## src/rtl/vram_pkg.sv

```systemverilog
// vram_pkg: register selects, control opcodes, FSM states, request record and default geometry for the VRAM port-A controller
package vram_pkg;
  localparam logic [1:0] REG_DATA = 2'd0;
  localparam logic [1:0] REG_PTRL = 2'd1;
  localparam logic [1:0] REG_PTRH = 2'd2;
  localparam logic [1:0] REG_CTRL = 2'd3;
  localparam logic [3:0] OP_MODE = 4'h0;
  localparam logic [3:0] OP_BASELO = 4'h1;
  localparam logic [3:0] OP_BASEHI = 4'h2;
  localparam int CLEAR_LEN_DEF = 38400;
  localparam int LINE_BYTES_DEF = 80;
  typedef enum logic [2:0] {ST_IDLE, ST_WRITE, ST_PF_ISSUE, ST_PF_LATCH, ST_CLEAR} state_t;
  typedef struct packed {
    logic       wr;
    logic [1:0] sel;
    logic [7:0] data;
  } req_t;
endpackage

```

## src/rtl/vram_req_slot.sv

```systemverilog
// vram_req_slot: one-deep CPU request holder; in clk/resetn/wr_stb/rd_stb/reg_sel/wr_data/pop, out full/req/ovf_set (strobe dropped this cycle)
module vram_req_slot
  import vram_pkg::*;
(
  input  logic       clk,
  input  logic       resetn,
  input  logic       wr_stb,
  input  logic       rd_stb,
  input  logic [1:0] reg_sel,
  input  logic [7:0] wr_data,
  input  logic       pop,
  output logic       full,
  output req_t       req,
  output logic       ovf_set
);
  assign ovf_set = (wr_stb && rd_stb) || (full && (wr_stb || rd_stb));
  always_ff @(posedge clk or negedge resetn) begin
    if (!resetn) begin
      full <= 1'b0;
      req  <= '0;
    end else if (!full && (wr_stb || rd_stb)) begin
      full <= 1'b1;
      req  <= '{wr: wr_stb, sel: reg_sel, data: wr_data};
    end else if (pop) begin
      full <= 1'b0;
    end
  end
endmodule

```

## src/rtl/vram_access_ctrl.sv

```systemverilog
// vram_access_ctrl: CPU-side BRAM port A sequencer; CPU strobes/reg_sel/wr_data/rd_data, BRAM port A (ada/dina/wrea/cea/douta), lock, videomode, screenbase, busy, overrun
module vram_access_ctrl
  import vram_pkg::*;
#(
  parameter int ADDR_W     = 16,
  parameter int CLEAR_LEN  = CLEAR_LEN_DEF,
  parameter int LINE_BYTES = LINE_BYTES_DEF,
  parameter int BASE_W     = 13
) (
  input  logic              clk,
  input  logic              resetn,
  input  logic              wr_stb,
  input  logic              rd_stb,
  input  logic [1:0]        reg_sel,
  input  logic [7:0]        wr_data,
  output logic [7:0]        rd_data,
  output logic [ADDR_W-1:0] bram_ada,
  output logic [7:0]        bram_dina,
  output logic              bram_wrea,
  output logic              bram_cea,
  input  logic [7:0]        bram_douta,
  output logic              bram_lock,
  output logic              videomode,
  output logic [BASE_W-1:0] screenbase,
  output logic              busy,
  output logic              overrun
);
  localparam logic [ADDR_W-1:0] LAST = ADDR_W'(CLEAR_LEN - 1);
  state_t state, state_n;
  logic [ADDR_W-1:0] ptr, ptr_n;
  logic [7:0] pf, pf_n, wdata, wdata_n, base, base_n;
  logic mode_n, pop, full, ovf_set, wr_cyc, ovf_clr;
  logic [BASE_W-1:0] sb_n;
  req_t req;
  vram_req_slot u_slot (
    .clk    (clk),
    .resetn (resetn),
    .wr_stb (wr_stb),
    .rd_stb (rd_stb),
    .reg_sel(reg_sel),
    .wr_data(wr_data),
    .pop    (pop),
    .full   (full),
    .req    (req),
    .ovf_set(ovf_set)
  );
  always_comb begin
    state_n = state;
    ptr_n   = ptr;
    pf_n    = pf;
    wdata_n = wdata;
    mode_n  = videomode;
    base_n  = base;
    sb_n    = screenbase;
    pop     = 1'b0;
    case (state)
      ST_IDLE: if (full) begin
        pop = 1'b1;
        if (req.wr) begin
          case (req.sel)
            REG_DATA: begin
              wdata_n = req.data;
              state_n = ST_WRITE;
            end
            REG_PTRL: ptr_n[7:0] = req.data;
            REG_PTRH: begin
              ptr_n[ADDR_W-1:8] = req.data[ADDR_W-9:0];
              state_n = ST_PF_ISSUE;
            end
            default: begin
              if (req.data[7:4] == OP_MODE) begin
                mode_n  = req.data[0];
                ptr_n   = '0;
                state_n = ST_CLEAR;
              end
              if (req.data[7:4] == OP_BASELO) base_n[3:0] = req.data[3:0];
              if (req.data[7:4] == OP_BASEHI) begin
                base_n[7:4] = req.data[3:0];
                sb_n = BASE_W'(LINE_BYTES * int'(base_n));
              end
            end
          endcase
        end else if (req.sel == REG_DATA && !videomode) begin
          // text-mode read-complete advances to the next byte and refills the prefetch latch
          ptr_n   = ptr + 1'b1;
          state_n = ST_PF_ISSUE;
        end
      end
      ST_WRITE: begin
        ptr_n   = ptr + 1'b1;
        state_n = ST_IDLE;
      end
      ST_PF_ISSUE: state_n = ST_PF_LATCH;
      ST_PF_LATCH: begin
        pf_n    = bram_douta;
        state_n = ST_IDLE;
      end
      ST_CLEAR: begin
        ptr_n   = (ptr == LAST) ? '0 : ptr + 1'b1;
        state_n = (ptr == LAST) ? ST_IDLE : ST_CLEAR;
      end
      default: state_n = ST_IDLE;
    endcase
  end
  // a write strobe alongside the reg3 read still records its own drop
  assign ovf_clr = rd_stb && !wr_stb && reg_sel == REG_CTRL;
  always_ff @(posedge clk or negedge resetn) begin
    if (!resetn) begin
      state      <= ST_IDLE;
      ptr        <= '0;
      pf         <= '0;
      wdata      <= '0;
      videomode  <= 1'b0;
      base       <= '0;
      screenbase <= '0;
      overrun    <= 1'b0;
    end else begin
      state      <= state_n;
      ptr        <= ptr_n;
      pf         <= pf_n;
      wdata      <= wdata_n;
      videomode  <= mode_n;
      base       <= base_n;
      screenbase <= sb_n;
      overrun    <= ovf_clr ? 1'b0 : (ovf_set ? 1'b1 : overrun);
    end
  end
  assign wr_cyc    = state == ST_WRITE || state == ST_CLEAR;
  assign bram_wrea = wr_cyc;
  assign bram_lock = wr_cyc;
  assign bram_cea  = wr_cyc || state == ST_PF_ISSUE;
  assign bram_ada  = bram_cea ? ptr : '0;
  assign bram_dina = state == ST_WRITE ? wdata : 8'h00;
  assign busy      = state != ST_IDLE || full;
  assign rd_data   = reg_sel == REG_DATA ? pf :
                     reg_sel == REG_PTRL ? ptr[7:0] :
                     reg_sel == REG_PTRH ? 8'(ptr >> 8) :
                     {overrun, 5'b0, busy, videomode};
endmodule
```

## config.mk

```make
export PLATFORM = sky130hd
export DESIGN_NAME = vram_access_ctrl
export DESIGN_NICKNAME = d
export VERILOG_FILES = /design/src/rtl/vram_pkg.sv /design/src/rtl/vram_req_slot.sv /design/src/rtl/vram_access_ctrl.sv
export SDC_FILE = /design/constraint.sdc
export NUM_CORES = 1
export LEC_CHECK = 0
export CAP_MARGIN = 25
export CORE_ASPECT_RATIO = 0.9
export CORE_MARGIN = 1.5
export CORE_UTILIZATION = 33
export DETAILED_ROUTE_END_ITERATION = 12
export HOLD_SLACK_MARGIN = 0.05
export SYNTH_ARGS = -nofsm -noshare
export SYNTH_HDL_FRONTEND = slang
export SYNTH_SLANG_ARGS = --single-unit
```

## constraint.sdc

```tcl
create_clock -name clk -period 6.7 [get_ports clk]
set_input_delay 1.34 -clock clk [delete_from_list [all_inputs] [get_ports clk]]
set_output_delay 1.34 -clock clk [all_outputs]
set_load 0.02 [all_outputs]
```

Word-level counts from Yosys, hierarchy flattened:

Cells that the tools add are included.
W data, S select, Z words.

* $add $sub $neg: 1
* multipliers: 1
* eq/ne operators: 20
* multiplexer cells: 31
* bitwise gates (word level): 1
* reduce and logical (&&, ||, !) cells: 32

Operators by type and width (number)
* $mux W16: 6
* $pmux W16 S3: 1
* $mux W8: 4
* $pmux W8 S2: 2
* $mux W4: 5
* $reduce_and A5 Y1: 4
* $pmux W3 S3: 2
* $add A16 B1 Y16 const B: 1
* $eq A16 B16 Y1 const B: 1
* $mux W3: 5
* $reduce_and A4 Y1: 3
* $mul A3 B8 Y9 const A: 1
* $ne A3 B3 Y1 const B: 3
* $ne A4 B4 Y1 const B: 2
* $eq A2 B2 Y1 const B: 3
* $eq A3 B2 Y1 const B: 2
* $logic_and A1 B1 Y1: 6
* $mux W1: 6
* $reduce_bool A3 Y1: 2
* $logic_or A1 B1 Y1: 5
* $ne A5 B5 Y1 const B: 1
* $eq A2 B1 Y1 const B: 2
* $eq A4 B1 Y1 const B: 1
* $eq A4 B2 Y1 const B: 1
* 12 further kinds: 17

* register bits: 62
* input port bits: 22
* output and inout bits: 51
* word-level logic and storage cells: 99

Logic depth before layout (Yosys ltp):

* depth after elaboration: 7
* mapped depth: 12
* gate-level depth less buffers: 12

Hierarchy:

A second synthesis with hierarchy kept.

* cells, all modules: 370
* area total of the unflattened synthesis: 3837.4 sq um

Modules (own cells, without submodules)
* vram_access_ctrl: times used 1, cells each 340, area an instance 3329.4 sq um, sequential area each 1251.2 sq um
* vram_req_slot: times used 1, cells each 30, area an instance 508.0 sq um, sequential area each 300.3 sq um

Worst setup path before layout:

Ideal clock, no wire load.

* path type: input -> output
* start: in reg_sel[0]
* end: out rd_data[1]
* data arrival time: 2339 ps
* data required time: 5360 ps
* path slack: 3021 ps
* cell stages on the path: 2
* path buffers: 1
* cells stage by stage: buf_1 mux4_2

* word-level cells in the longest chain between the ends: 4

RTL lines
* start: declaration: line vram_access_ctrl.sv:14 `input logic [1:0] reg_sel,`
* $eq A2 B2 Y1: line vram_access_ctrl.sv:137 `reg_sel == REG_PTRH ? 8'(ptr >> 8) :`
* $mux W8: line vram_access_ctrl.sv:137
* $mux W8: line vram_access_ctrl.sv:136 `reg_sel == REG_PTRL ? ptr[7:0] :`
* $mux W8 (*): line vram_access_ctrl.sv:135 `assign rd_data = reg_sel == REG_DATA ? pf :`
* end: declaration: line vram_access_ctrl.sv:16 `output logic [7:0] rd_data,`

Every way passes the cells marked *; elsewhere a longest branch is shown, timed or not.

Final worst setup path:

Ends and elaborated chain as after synthesis.

==> run summary <==
### Synthesis
• sequential share of the synthesized area: 0.408
• library cell occupying the most area in the post-synthesis netlist: sky130_fd_sc_hd__dfrtp_1
• leading post-synthesis cells by cell area: sky130_fd_sc_hd__dfrtp_1, sky130_fd_sc_hd__mux2_2, sky130_fd_sc_hd__ha_1
• area share of the leading cell type in the synthesized netlist: 0.408
• register bit count reported by yosys: 62
• Mapped Cells: 367
• share of synthesized registers carrying an async set or reset: 1.00
• syn avg cell area: 10.4 um2
• number of enable flip-flop cells after synthesis: 0
• number of library cell types mapped by synthesis: 64
• Top FF cell, synth: sky130_fd_sc_hd__dfrtp_1
• synth warn: 0
• post-synth design cell area: 0.00380 mm2

### Floorplan
• Std-Cell Rows: 36
• count of pins on the block boundary: 73
• core region area: 0.0110 mm2
• area of the die: 0.0122 mm2
• effective utilization at floorplan: 0.344
• overall die width: 116 um
• Die Ht: 105 um

### STA
• TNS Setup: 0 ns
• maximum clock frequency: 215 MHz
• WHS: 0.475 ns
• final worst path period share: 0.693
• worst-case clock skew: 0.00681 ns
• RSZ-0062 raised after global routing: false
• total count of hold-check failures in the final report: 0
• total setup violations reported at the end of the flow: 0
• worst rel slew slack: 0.328
• transition time of the tightest slew-check pin: 0.993 ns
• Slew Viols, Final: 0
• Min Clock Period, post-route: 4.64 ns

### Power
• part of the total power dissipated in the clock network: 0.181
• leakage component of the power: 1.97 nW
• switching power summed over all nets: 1.01 mW
• power per cell area: 493 mW/mm2
• internal power consumption: 1.37 mW
• worst vdd rail ir drop: 0.000189 V
• Seq pwr share: 0.334
• switching share of total power: 0.423
• combinational share of power: 0.485
• overall power of the completed layout: 2.38 mW

### Setup path
• Critical Path Max Stage Delay: 0.82 ns
• capturing point of the worst reg2reg path: screenbase[11]
• critical path capture point type: output port
• required time at the endpoint of the critical path: 5.36 ns
• Worst Setup Path Type: in -> out
• Worst Path Buf+Inv: 2
• worst path cell trace: clkdlybuf4s50_1 > mux4_2 > clkdlybuf4s50_1
• category of the worst setup path launch point: input port
• worst-path cell with the longest stage delay: sky130_fd_sc_hd__clkdlybuf4s50_1
• CP dominant cell by count: sky130_fd_sc_hd__clkdlybuf4s50_1
• cell type group with the largest total delay on the critical path: buffers and inverters
• reg2reg path depth: 12
• Max FO, Critical Path: 11
• Register-to-Register Setup Slack: 3.22 ns
• critical register-to-register path startpoint: u_slot.req[7]
• endpoint arrival time on the critical path: 3.30 ns

### GRT
• final global-route overflow total: 0
• Total GRT Usage: 0.173
• initial antenna violation count: 0
• maximum number of pins on one net before global-route repair: 63
• first-pass GRT wire length: 16.2 mm
• number of global-route vias before repair: 3030

### Routing
• vias per std cell: 5.17
• average wire length per cell after detail routing: 16.9 um
• remaining antenna violation count: 0
• routed wire length: 9.92 mm
• DRT Pass-1 Iters: 4
• total number of vias: 3031
• drt first-iter violations: 163
• number of remaining DRC errors: 0

### Worst hold path
• worst hold start: screenbase[10]
• min-delay worst type: reg -> reg
• endpoint with the worst hold slack: screenbase[10]
• worst hold path stage count: 2

### Layout
• share of cells above drive strength 1: 0.166
• # fillers: 1059
• P&R area growth vs syn: 26.9%
• number of nets in the finished design: 466
• number of antenna diodes: 0
• final standard cell area without fillers: 0.00482 mm2
• sequential cell area: 0.00155 mm2
• area of the multi-input gates: 0.00204 mm2

### Placement
• cell area after placement: 0.00454 mm2
• # port buffers: 68
• half-perimeter wire length after placement: 7.01 mm
• routability congestion estimate: 0.822

### Clock tree
• worst skew pair latency: 0.33 ns
• TritonCTS Buffers: 9
• H-tree levels: 3
• number of sinks driven by the clock tree: 62
• maximum buffer depth of the clock tree: 2
• clock slew seen by the registers of the worst setup and hold paths: 0.05 ns
• number of buffers inserted to repair setup after CTS: 0
• Post-CTS Hold Buffers: 0
• Resized Gates After CTS: 0
• TritonCTS clock tree: done
• root cell of the clock tree: sky130_fd_sc_hd__clkbuf_16

### Flow run
• total of max-cap violations: 0

### Run status
• result of the run: finished clean

[worst max path at each step]
stage | endpoint | slack, ns | cells after the start | startpoint
final | rd_data[1] | 2.06 | 3 | reg_sel[0]
after global routing | rd_data[4] | 1.88 | 5 | reg_sel[0]
after CTS | rd_data[1] | 2.03 | 3 | reg_sel[0]
after detailed placement | rd_data[1] | 2.05 | 3 | reg_sel[0]
after global placement | rd_data[1] | 2.04 | 3 | reg_sel[0]
after floorplan | rd_data[1] | 3.02 | 2 | reg_sel[0]
[tightest hold or removal path, cell delays in order, from the launching register on]
cell	delay, ns
sky130_fd_sc_hd__dfrtp_1	0.33
sky130_fd_sc_hd__nand2_1	0.05
sky130_fd_sc_hd__o21ai_0	0.06
[state kept, by name, indices dropped and copies added, names as in the netlist]
signal       cells
pf               8
videomode        1
u_slot.full      1
u_slot.req      11
overrun          1
ptr             16
wdata            8
state            3
base             4
screenbase       9
[power groups by stage]
| stage | Clock [mW] | Combinational [mW] | Sequential (mW) |
|---|---|---|---|
| floorplan | 0 | 0.829 | 0.684 |
| global placement | 0 | 1.13 | 0.796 |
| detailed placement | 0 | 1.15 | 0.799 |
| CTS | 0.436 | 1.16 | 0.794 |
| global route | 0.453 | 1.26 | 0.827 |
| finish | 0.429 | 1.15 | 0.795 |
[synth_stat cells (5+ instances only)]
cell,instances
sky130_fd_sc_hd__nand3_1,12
sky130_fd_sc_hd__ha_1,12
sky130_fd_sc_hd__buf_4,5
sky130_fd_sc_hd__nand2_1,28
sky130_fd_sc_hd__a21oi_1,9
sky130_fd_sc_hd__nor3_1,6
sky130_fd_sc_hd__a32oi_1,5
sky130_fd_sc_hd__dfrtp_1,62
sky130_fd_sc_hd__mux2i_1,7
sky130_fd_sc_hd__o21ai_0,30
sky130_fd_sc_hd__nor2_1,15
sky130_fd_sc_hd__o2bb2ai_1,8
sky130_fd_sc_hd__and2_1,23
sky130_fd_sc_hd__inv_1,16
sky130_fd_sc_hd__mux2_2,33
[kinds of logic after synthesis]
logic type / after synthesis / share of synthesized area
and+or+nand+nor: 112 / 0.168
AOI/OAI and AO/OA: 88 / 0.164
DFF: 62 / 0.408
muxes: 43 / 0.134
buffers and inverters: 39 / 0.0593
adders and majority gates: 14 / 0.0474
xor gates and xnor gates: 8 / 0.0184
other: 1 / 0.000987
[metal layers]
| metal | wire (um) | global-route usage | vias up | share of wire |
|---|---|---|---|---|
| li1 | - | - | 1463 | - |
| met1 | 4640 | 0.245 | 1487 | 0.47 |
| met2 | 4670 | 0.263 | 65 | 0.47 |
| met3 | 433 | 0.0278 | 16 | 0.044 |
| met4 | 176 | 0.0697 | 0 | 0.018 |
| met5 | 0 | 0 | - | 0 |
[area by class of cell]
class / instances / area share
multi-input combinational: 269 / 0.422
tap: 152 / 0.0394
timing repair buffer: 73 / 0.147
inverter: 16 / 0.0125
clock buffer: 13 / 0.0560
sequential: 62 / 0.322
clock inverter: 1 / 0.00104
[stage by stage]
step / util / std cells / setup slack, ns
2_1_floorplan: - / 370 / 3.02
3_3_place_gp: 0.411 / 570 / 2.04
3_5_place_dp: 0.412 / 571 / 2.05
4_1_cts: 0.437 / 585 / 2.03
5_1_grt: 0.437 / 586 / 1.88
6_report: 0.437 / 586 / 2.06
[cells in the final DEF (no fill, tap or decap), types with 9 or more instances in the layout]
cell type,instances
sky130_fd_sc_hd__clkdlybuf4s50_1,67
sky130_fd_sc_hd__dfrtp_1,62
sky130_fd_sc_hd__mux2_2,33
sky130_fd_sc_hd__o21ai_0,30
sky130_fd_sc_hd__nand2_1,28
sky130_fd_sc_hd__and2_1,23
sky130_fd_sc_hd__inv_1,16
sky130_fd_sc_hd__nor2_1,15
sky130_fd_sc_hd__nand3_1,12
sky130_fd_sc_hd__ha_1,12
sky130_fd_sc_hd__a21oi_1,9
sky130_fd_sc_hd__clkbuf_16,9
(Power assumes the default switching activity.)
